==> config.mk <==
export PLATFORM = sky130hd
export DESIGN_NAME = shift_serializer
export DESIGN_NICKNAME = d
export VERILOG_FILES = /design/src/rtl/shift_serializer.sv
export SDC_FILE = /design/constraint.sdc
export NUM_CORES = 1
export LEC_CHECK = 0
export ABC_AREA = 1
export CAP_MARGIN = 20
export CORE_MARGIN = 5
export CORE_UTILIZATION = 40
export DETAILED_ROUTE_END_ITERATION = 10
export PLACE_DENSITY = 0.56
export SYNTH_ARGS = -nofsm -noshare
export SYNTH_HDL_FRONTEND = slang
export SYNTH_SLANG_ARGS = --single-unit
==> constraint.sdc <==
create_clock -name clk -period 1.8 [get_ports clk]
set_clock_uncertainty 0.15 [all_clocks]
set_input_delay 0.36 -clock clk [delete_from_list [all_inputs] [get_ports clk]]
set_output_delay 0.36 -clock clk [all_outputs]
set_load 0.05 [all_outputs]
==> src/rtl/shift_serializer.sv <==
// Parallel-to-serial shifter with valid/ready on both sides, LSB- or MSB-first, variable length.
// Optional even-parity trailer bit when SHIFT_SER_PARITY_EN is defined.
module shift_serializer #(
  parameter int N  = 32,
  parameter int LW = 6
) (
  input  logic          clk,
  input  logic          clr,
  input  logic          in_valid,
  output logic          in_ready,
  input  logic [N-1:0]  in_data,
  input  logic          in_dir,
  input  logic [LW-1:0] in_len,
  output logic          sout,
  output logic          sout_valid,
  input  logic          sout_ready,
  output logic          sout_last,
  output logic          done,
  output logic          busy
);

  typedef enum logic [1:0] {
    IDLE  = 2'd0,
    SHIFT = 2'd1
`ifdef SHIFT_SER_PARITY_EN
    ,
    PAR   = 2'd2
`endif
  } state_e;

  localparam logic [LW-1:0] LEN_MAX = LW'(N);
  localparam logic [N-1:0]  ONES    = '1;

  state_e        state_q, state_d;
  logic [N-1:0]  shreg_q, shreg_d;
  logic [LW-1:0] count_q, count_d;
  logic          dir_q, dir_d;
  logic          in_ready_q, in_ready_d;
  logic          done_q, done_d;
`ifdef SHIFT_SER_PARITY_EN
  logic          par_q, par_d;
`endif

  logic          accept;
  logic          xfer;
  logic [LW-1:0] len_c;
  logic [LW-1:0] pad;
  logic [N-1:0]  data_m;

  assign accept = in_valid && in_ready_q;
  assign xfer   = sout_valid && sout_ready;

  // Mask off bits above len, and pre-align MSB-first words so bit len-1 sits at N-1.
  always_comb begin
    len_c  = ((in_len == '0) || (in_len > LEN_MAX)) ? LEN_MAX : in_len;
    pad    = LEN_MAX - len_c;
    data_m = in_data & (ONES >> pad);
  end

  always_ff @(posedge clk or posedge clr) begin
    if (clr) begin
      state_q    <= IDLE;
      shreg_q    <= '0;
      count_q    <= '0;
      dir_q      <= 1'b0;
      in_ready_q <= 1'b0;
      done_q     <= 1'b0;
`ifdef SHIFT_SER_PARITY_EN
      par_q      <= 1'b0;
`endif
    end else begin
      state_q    <= state_d;
      shreg_q    <= shreg_d;
      count_q    <= count_d;
      dir_q      <= dir_d;
      in_ready_q <= in_ready_d;
      done_q     <= done_d;
`ifdef SHIFT_SER_PARITY_EN
      par_q      <= par_d;
`endif
    end
  end

  always_comb begin
    state_d = state_q;
    unique case (state_q)
      IDLE:  if (accept) state_d = SHIFT;
      SHIFT: if (xfer && (count_q == LW'(1))) begin
`ifdef SHIFT_SER_PARITY_EN
        state_d = PAR;
`else
        state_d = IDLE;
`endif
      end
`ifdef SHIFT_SER_PARITY_EN
      PAR:   if (xfer) state_d = IDLE;
`endif
      default: state_d = IDLE;
    endcase
  end

  always_comb begin
    shreg_d = shreg_q;
    count_d = count_q;
    dir_d   = dir_q;
`ifdef SHIFT_SER_PARITY_EN
    par_d   = par_q;
`endif
    if (accept) begin
      shreg_d = in_dir ? (data_m << pad) : data_m;
      count_d = len_c;
      dir_d   = in_dir;
`ifdef SHIFT_SER_PARITY_EN
      par_d   = 1'b0;
`endif
    end else if (xfer && (state_q == SHIFT)) begin
      shreg_d = dir_q ? (shreg_q << 1) : (shreg_q >> 1);
      count_d = count_q - LW'(1);
`ifdef SHIFT_SER_PARITY_EN
      par_d   = par_q ^ sout;
`endif
    end
    // Only the final transfer takes a busy state back to IDLE.
    in_ready_d = (state_d == IDLE);
    done_d     = (state_q != IDLE) && (state_d == IDLE);
  end

  always_comb begin
    busy       = (state_q != IDLE);
    sout_valid = busy;
    sout       = 1'b0;
    sout_last  = 1'b0;
    unique case (state_q)
      SHIFT: begin
        sout = dir_q ? shreg_q[N-1] : shreg_q[0];
`ifndef SHIFT_SER_PARITY_EN
        sout_last = (count_q == LW'(1));
`endif
      end
`ifdef SHIFT_SER_PARITY_EN
      PAR: begin
        sout      = par_q;
        sout_last = 1'b1;
      end
`endif
      default: ;
    endcase
  end

  assign in_ready = in_ready_q;
  assign done     = done_q;

endmodule

Word-level counts from Yosys, hierarchy flattened
Cells that the tools add are included.
- register bits after elaboration: 43
- input port bits: 43
- output and inout port bits: 6
- word-level logic and storage cells: 38
- add/sub/neg operators: 2
- magnitude comparators: 1
- equality and inequality tests: 2
- shift-type cells: 2
- mux-type cells: 13
- bitwise gates (word level): 1
- reductions and logical operators: 11
- operators by type and width (operator ; count):
    $mux 32 ; 4
    $and 32x32->32 ; 1
    $shl 32x6->32 ; 1
    $shr 32x6->32 const A ; 1
    $mux 6 ; 3
    $eq 6x1->1 const B ; 1
    $gt 6x6->1 const B ; 1
    $logic_not 6->1 ; 1
    $sub 6x1->6 const B ; 1
    $sub 6x6->6 const A ; 1
    $logic_and 1x1->1 ; 5
    $logic_not 2->1 ; 2
    $mux 2 ; 2
    $pmux 2 s2 ; 1
    $reduce_bool 2->1 ; 2
    $mux 1 ; 3
    $eq 2x1->1 const B ; 1
    $logic_or 1x1->1 ; 1

Depth between registers and ports, before layout
Gate-level depths: netlist of the first run.
- depth after elaboration: 9
- depth in mapped cells: 23
- gate-level depth less buffers: 22

Worst setup path after synthesis of the first run
OpenSTA, ideal clock, no wires.
- path type: input-to-reg
- from: input port in_len[2]
- to: register shreg_q[4]
- library setup time: 0.121 ns
- data arrival time: 2.615 ns
- data required time: 1.529 ns
- setup slack: -1.086 ns
- stages: 16
- buffers on the path: 3
- cells stage by stage: nor2_1 -> nand3_1 -> nand2_1 -> nand2_1 -> nor2_2 -> buf_2 -> ha_1 -> inv_1 -> clkbuf_1 -> buf_1 -> nand3_1 -> nand3_1 -> o21ai_0 -> nand2_1 -> nand3_1 -> a22o_1
- longest elaborated chain between the ends: 9
- elaborated cells on any way between the ends: 10
- those cells by class: 1 x add/sub; 1 x order compare; 2 x shift; 3 x mux; 1 x bitwise; 2 x reduce/logical
- ends and longest elaborated chain (what ; line ; source):
    start, declared ; 13 ; input logic [LW-1:0] in_len,
    $gt 6x6->1 or $logic_not 6->1 (tied branches) ; 55 ; len_c = ((in_len == '0) || (in_len > LEN_MAX)) ? LEN_MAX : in_len;
    $logic_or 1x1->1 ; 55 ;
    $mux 6 (*) ; 55 ;
    $sub 6x6->6 (*) ; 56 ; pad = LEN_MAX - len_c;
    $shr 32x6->32 ; 57 ; data_m = in_data & (ONES >> pad);
    $and 32x32->32 ; 57 ;
    $shl 32x6->32 ; 110 ; shreg_d = in_dir ? (data_m << pad) : data_m;
    $mux 32 (*) ; 110 ;
    $mux 32 (*) ; 109 ; if (accept) begin
    end signal, assigned ; 73 ; shreg_q <= shreg_d;
    end, declared ; 35 ; logic [N-1:0] shreg_q, shreg_d;
Every way passes the cells marked *; elsewhere a longest branch is shown, timed or not.
A chain may end at the register's enable or synchronous reset.

Worst setup path after layout of the first run
- from: input port in_len[3]
- to: register shreg_q[28]
The elaborated chain is that of the path after synthesis.

==> results of run 1 <==
how the worst min path moves through the flow:
| stage | start | endpoint | slack, ns | cells after the start |
|---|---|---|---|---|
| after global routing | clr | shreg_q[28] | 0.30 | 3 |
| after detailed placement | shreg_q[10] | shreg_q[10] | 0.34 | 2 |
| final | clr | shreg_q[28] | 0.28 | 3 |
| after global placement | shreg_q[10] | shreg_q[10] | 0.33 | 2 |
| after CTS | clr | shreg_q[6] | 0.29 | 3 |
| after floorplan | shreg_q[10] | shreg_q[10] | 0.31 | 2 |
state kept, by name, summed over array words and instances (netlist names):
register,cells
in_ready,1
done,1
state_q,2
shreg_q,32
dir_q,1
count_q,6
where the power goes:
group / switching (uW) / internal [uW]
Sequential: 223 / 1260
Combinational: 2130 / 1390
Clock: 369 / 647
through the flow:
stage	area (um2)	total power [uW]	std cells	worst slack (ns)	hold WS (ns)
CTS	7450	5690	1146	-0.830	0.286
global placement	6390	4210	1119	-1.62	0.334
finish	7950	6020	1154	-0.920	0.281
global route	7950	6400	1154	-0.980	0.297
floorplan	5050	3190	862	-0.736	0.310
detailed placement	6390	4250	1119	-1.62	0.340
routing by layer:
| layer | vias up | wire (um) |
|---|---|---|
| met5 | - | 0 |
| met1 | 3230 | 9290 |
| li1 | 3214 | - |
| met4 | 0 | 893 |
| met3 | 60 | 1520 |
| met2 | 293 | 11000 |
what timing repair did:
item                                    4_1_cts  5_1_grt
setup buffers                                17        6
pin swaps                                    37       29
endpoints found under the setup margin       35       35
gates cloned                                  3        2
gates resized for setup                     194       87
cells by family after synthesis:
group,count (synthesis),share of synthesized area [%]
simple gates,584,53.1
fa+ha+maj,5,1.28
flops,43,22.1
compound gates,107,13.1
buf+inv,122,10.3
other cells,1,0.0769
cell type report:
cell class | instances | area [um2]
clock buffers | 6 | 129
fillers | 1078 | 4010
well taps | 147 | 184
flip-flops and latches | 43 | 1080
clock inverters | 1 | 30.0
multi-input cells | 699 | 4530
inverters | 67 | 259
repair buffers | 191 | 1750
cell usage after synthesis (all sizes together) (2+ instances only):
cell type and count:
o31ai 3, o21bai 3, o211ai 5, o311ai 2
nor3 2, a21oi 14, a31oi 19, clkbuf 27
dfrtp 43, nand4 14, buf 28, o21ai 50
inv 66, a22o 4, o221ai 4, ha 5
nand3 246, nand2 278, nor2 42
worst reg2reg max path: stages, from the launching register on:
cell,delay [ns]
dfrtp_1,0.34
inv_1,0.05
nor2_2,0.11
inv_1,0.08
nor2_1,0.09
inv_1,0.08
buf_4,0.16
nor2_1,0.14
inv_1,0.08
o311ai_1,0.29
==> flow_summary_export.csv, run 1 <==
group,metric,value,unit
status,status,"finished with violations",
status,failed_checks,"negative setup slack",
critical_path,crit_arrival,2.80,ns
job,cap_violations,0,
timing,maxSlewHeadroom,64.9,%
critical_path,worst-setup-path-type,"in2reg",
global_routing,grt_usage,30.3,%
placement,portBuffers,48,
floorplanning,dieArea,14500,um2
timing,maxSlewViolCount,0,
critical_path,end_kind,"flop",
synthesis,synth_top_cell_area_share,25.0,%
critical_path,endpoint,"shreg_q[28]",
route,drtIter0Drc,816,
power_and_ir_drop,p_leak,0.00368,uW
critical_path,rr_endpoint,"count_q[2]",
timing,finalSetupViolations,33,
clock_tree,numCtsBuffers,5,
critical_path,startpoint_type,"primary input",
layout,area_delta_synth_final,63.0,%
placement,gp_congestion,1.00,
global_routing,grt_pass1_vias,6641,
synthesis,synth.distinct_cells,36,
floorplanning,ios,49,
clock_tree,worstSkewPairLatency,0.29,ns
power_and_ir_drop,vdd_drop_max,548,uV
critical_path,path_delay_family,"simple AND/OR/NAND/NOR gates",
critical_path,rr_worst_depth,9,
power_and_ir_drop,cellPowerDensity,757,nW/um2
synthesis,syn_area,4880,um2
synthesis,synthTopCellsByArea,"nand3_1 (25%), dfrtp_1 (22%), nand2_1 (21%), inv_1 (4.8%), o21ai_0 (4.5%)",
critical_path,worstPathCellList,"buf_6 > nor2_4 > nand4_1 > buf_4 > nand3_4 > ha_4 > nand3_4 > nand2_4 > nand2_8 > buf_12 > nor2_4 > nand3_2 > nand2_1 > nand2_1 > nand2_2 > nor3_2 > nor2_1 > a21oi_2 > nand2_1 > nand2_1 > nand2_1",
clock_tree,cts-hold-fix-buffers,0,
route,vias,6797,
synthesis,synthCells,862,
timing,fmax,368,MHz
layout,final_util,66.5,%
global_routing,grt_first_pass_wirelength,34.7,mm
layout,drive_gt1_share,37.6,%
timing,fin_ws,-0.920,ns
route,wl_per_cell,19.7,um
clock_tree,clk_path_buf_depth,2,
timing,tightestPinTransition,0.526,ns
global_routing,top_usage_layer,"met2",
critical_path,startpoint,"in_len[3]",
route,drcViolationCount,0,
min_path,hp-class,"in2async",
global_routing,met3_usage,6.27,%
layout,final_common_cell,"nand2_1",
clock_tree,clk_pin_slew,0.06,ns
synthesis,synth_edf_count,0,
synthesis,synthArstFlopShare,100,%
global_routing,use_met1,37.3,%
synthesis,ys.flop_type,"dfrtp_1",
critical_path,crit_top_cell,"nand2_1",
global_routing,antenna_found_initial,0,
timing,fin_crit_sh,151,%
floorplanning,die_x,120,um
floorplanning,core,12000,um2
synthesis,ys_seq_elements,43,
critical_path,cp.depth,21,
timing,period_needed,2.72,ns
synthesis,syn_nets,910,
synthesis,ys_warn_count,0,
synthesis,syn_avg_cell_area,5.66,um2
timing,hold_viol,0,
route,totalWireLength,22.7,mm
clock_tree,clock_sinks,43,
critical_path,slowest_stage,"ha_4",
critical_path,timing.rr.start,"state_q[0]",
critical_path,r2r_setup_slack,0.10,ns
timing,grt_setup_unrepaired,"true",
critical_path,path_max_fanout,6,
placement,dp_hpwl,16.3,mm
synthesis,yosysTopAreaCell,"nand3_1",
critical_path,cp.buffers_inverters,3,
timing,tns,-24.84,ns
route,via_per_inst,5.89,
floorplanning,start_util,40.8,%
floorplanning,num_rows,40,
global_routing,grt_max_degree,44,
layout,layout.nets,1055,
route,ant_nets,0,
floorplanning,die_h,120,um
layout,final_cell_mix,"nand2_1 (234), buf_4 (131), nand3_1 (126), nand3_2 (91), inv_1 (53)",
layout,num_antenna_cells,0,
clock_tree,cts_root_buf,"clkbuf_16",
clock_tree,cts_tree,"built",
global_routing,grt_use_met2,51.5,%
global_routing,grt_remaining_overflow,0,
critical_path,cp_slowest_stage_delay,0.22,ns
synthesis,yosysSeqAreaShare,22.1,%
route,firstDrtPassIters,6,
critical_path,worstPathRequired,1.88,ns
clock_tree,htreeDepth,2,
Power figures use the tool's default switching activity.
==> inputs of run 2 (changes only) <==
DONT_BUFFER_PORTS = 1   (was default)
PLACE_DENSITY = 0.51   (was 0.56)
SLEW_MARGIN = 20   (was default)
TNS_END_PERCENT = 1   (was default)
==> flow_summary_export.csv, run 2 (synthesis results as in run 1) <==
group,metric,value,unit
critical_path,cp_slowest_stage_delay,0.19,ns
global_routing,grt_first_pass_wirelength,34.1,mm
layout,final_common_cell,"nand2_1",
route,via_per_inst,5.91,
global_routing,grt_max_degree,44,
global_routing,grt_usage,29.8,%
critical_path,end_kind,"flop",
route,vias,6374,
critical_path,slowest_stage,"buf_4",
route,drcViolationCount,0,
clock_tree,clk_path_buf_depth,2,
job,cap_violations,0,
clock_tree,clock_sinks,43,
power_and_ir_drop,p_leak,0.00325,uW
route,wl_per_cell,19.7,um
timing,maxSlewHeadroom,65.7,%
timing,grt_setup_unrepaired,"true",
power_and_ir_drop,vdd_drop_max,499,uV
critical_path,startpoint_type,"primary input",
clock_tree,cts_tree,"built",
clock_tree,cts_root_buf,"clkbuf_16",
power_and_ir_drop,seq_power_share,27.4,%
critical_path,crit_arrival,2.68,ns
power_and_ir_drop,cellPowerDensity,792,nW/um2
global_routing,grt_remaining_overflow,0,
clock_tree,htreeDepth,2,
power_and_ir_drop,power.internal,2930,uW
critical_path,path_delay_family,"simple AND/OR/NAND/NOR gates",
status,status,"finished with violations",
placement,portBuffers,0,
layout,final_cell_mix,"nand2_1 (241), nand3_1 (138), buf_4 (103), nand3_2 (100), inv_1 (53)",
placement,gp_congestion,1.02,
layout,largest_register,"shreg_q",
route,totalWireLength,21.3,mm
route,drtIter0Drc,639,
critical_path,worstPathRequired,1.88,ns
critical_path,worst-setup-path-type,"in2reg",
global_routing,antenna_found_initial,0,
floorplanning,die_h,120,um
clock_tree,numCtsBuffers,5,
global_routing,grt_pass1_vias,6387,
critical_path,crit_top_cell,"nand2_1",
layout,num_antenna_cells,0,
power_and_ir_drop,pwr-share-clk,16.9,%
timing,finalSetupViolations,34,
layout,multi_input_comb_area,4140,um2
floorplanning,ios,49,
floorplanning,core,12000,um2
timing,hold_viol,0,
placement,dp_slack,-1.16,ns
route,firstDrtPassIters,5,
timing,tightestPinTransition,0.514,ns
floorplanning,dieArea,14500,um2
clock_tree,clk_pin_slew,0.06,ns
clock_tree,worstSkewPairLatency,0.29,ns
layout,area_delta_synth_final,40.2,%
timing,fin_ws,-0.796,ns
status,failed_checks,"negative setup slack",
timing,fin_crit_sh,144,%
timing,period_needed,2.60,ns
floorplanning,die_x,120,um
timing,whs,0.177,ns
layout,top_regs,"shreg_q: 32 flops, count_q: 6 flops, state_q: 2 flops",
power_and_ir_drop,p_sw,2490,uW
floorplanning,start_util,40.8,%
layout,area.sequential,1080,um2
layout,largest_reg_flops,32,
layout,drive_gt1_share,33.0,%
route,ant_nets,0,
critical_path,worstPathCellList,"nor2_4 > nand4_1 > buf_4 > nand3_4 > ha_4 > nand3_2 > nand2_4 > nand2_8 > buf_12 > buf_16 > nor2_4 > buf_4 > nand3_1 > nand3_1 > nand3_1 > nand2_2 > nand2_1 > nand3_2 > nand2_1 > nand2_1 > nand2_1 > nand2_1",
min_path,hp-class,"in2reg",
floorplanning,num_rows,40,
placement,dp_hpwl,16.1,mm
layout,layout.nets,980,
power_and_ir_drop,swShare,45.9,%
critical_path,cp.buffers_inverters,4,
critical_path,path_max_fanout,5,
timing,maxSlewViolCount,0,
layout,nFillCells,1225,
power_and_ir_drop,p_comb_share,55.7,%
timing,fmax,385,MHz
==> run 2: metal layers <==
layer | track usage (%) | vias up | routed length [um]
li1 | - | 3054 | -
met1 | 38.4 | 2989 | 8740
met2 | 47.7 | 269 | 9710
met3 | 5.99 | 62 | 1720
met4 | 13.9 | 0 | 1090
met5 | 0 | - | 0
==> run 2: path summary, 6_finish.rpt <==
path                       slack, ns   startpoint  depth (start not counted)          end
setup / recovery               -0.80    in_len[0]                         22  shreg_q[22]
hold / removal                  0.18       in_dir                          2        dir_q
setup reg to reg               -0.07   state_q[0]                         10   shreg_q[5]
hold reg to reg                 0.35  shreg_q[17]                          2  shreg_q[17]
max in group asynchronous       0.87          clr                          3  shreg_q[16]
min in group asynchronous       0.41          clr                          3         done
==> run 2: final cells by class <==
cell class / count / area share (%)
clock buffer: 6 / 2.03
multi-input combinational: 697 / 60.6
timing repair buffer: 118 / 15.2
tap: 147 / 2.69
sequential: 43 / 15.7
inverter: 67 / 3.68
clock inverter: 1 / 0.0732
==> run 2: power groups by stage <==
stage               Sequential, uW  Clock (uW)  Combinational (uW)
finish                        1480         917                3020
detailed placement            1490           0                2570
CTS                           1480         947                2860
floorplan                     1440           0                1720
global route                  1520         987                3310
global placement              1480           0                2550
==> run 2: timing repair <==
item | in CTS | in global routing
endpoints found under the setup margin | 34 | 35
gates cloned | 2 | 0
endpoints found under the hold margin | 43 | 0
pin swaps | 37 | 43
hold buffers | 1 | 0
gates resized for setup | 133 | 59
setup buffers | 7 | 3
==> run 2: per-stage QoR <==
| step | setup TNS [ns] | cell area [um2] | utilization (%) | total power [uW] | std cells |
|---|---|---|---|---|---|
| global route | -26.53 | 6840 | 57.1 | 5820 | 1079 |
| finish | -21.35 | 6840 | 57.1 | 5410 | 1079 |
| global placement | -32.76 | 5720 | 47.8 | 4030 | 1059 |
| floorplan | -23.14 | 4970 | - | 3160 | 862 |
| detailed placement | -34.38 | 5720 | 47.8 | 4060 | 1059 |
| CTS | -20.23 | 6570 | 54.9 | 5280 | 1076 |
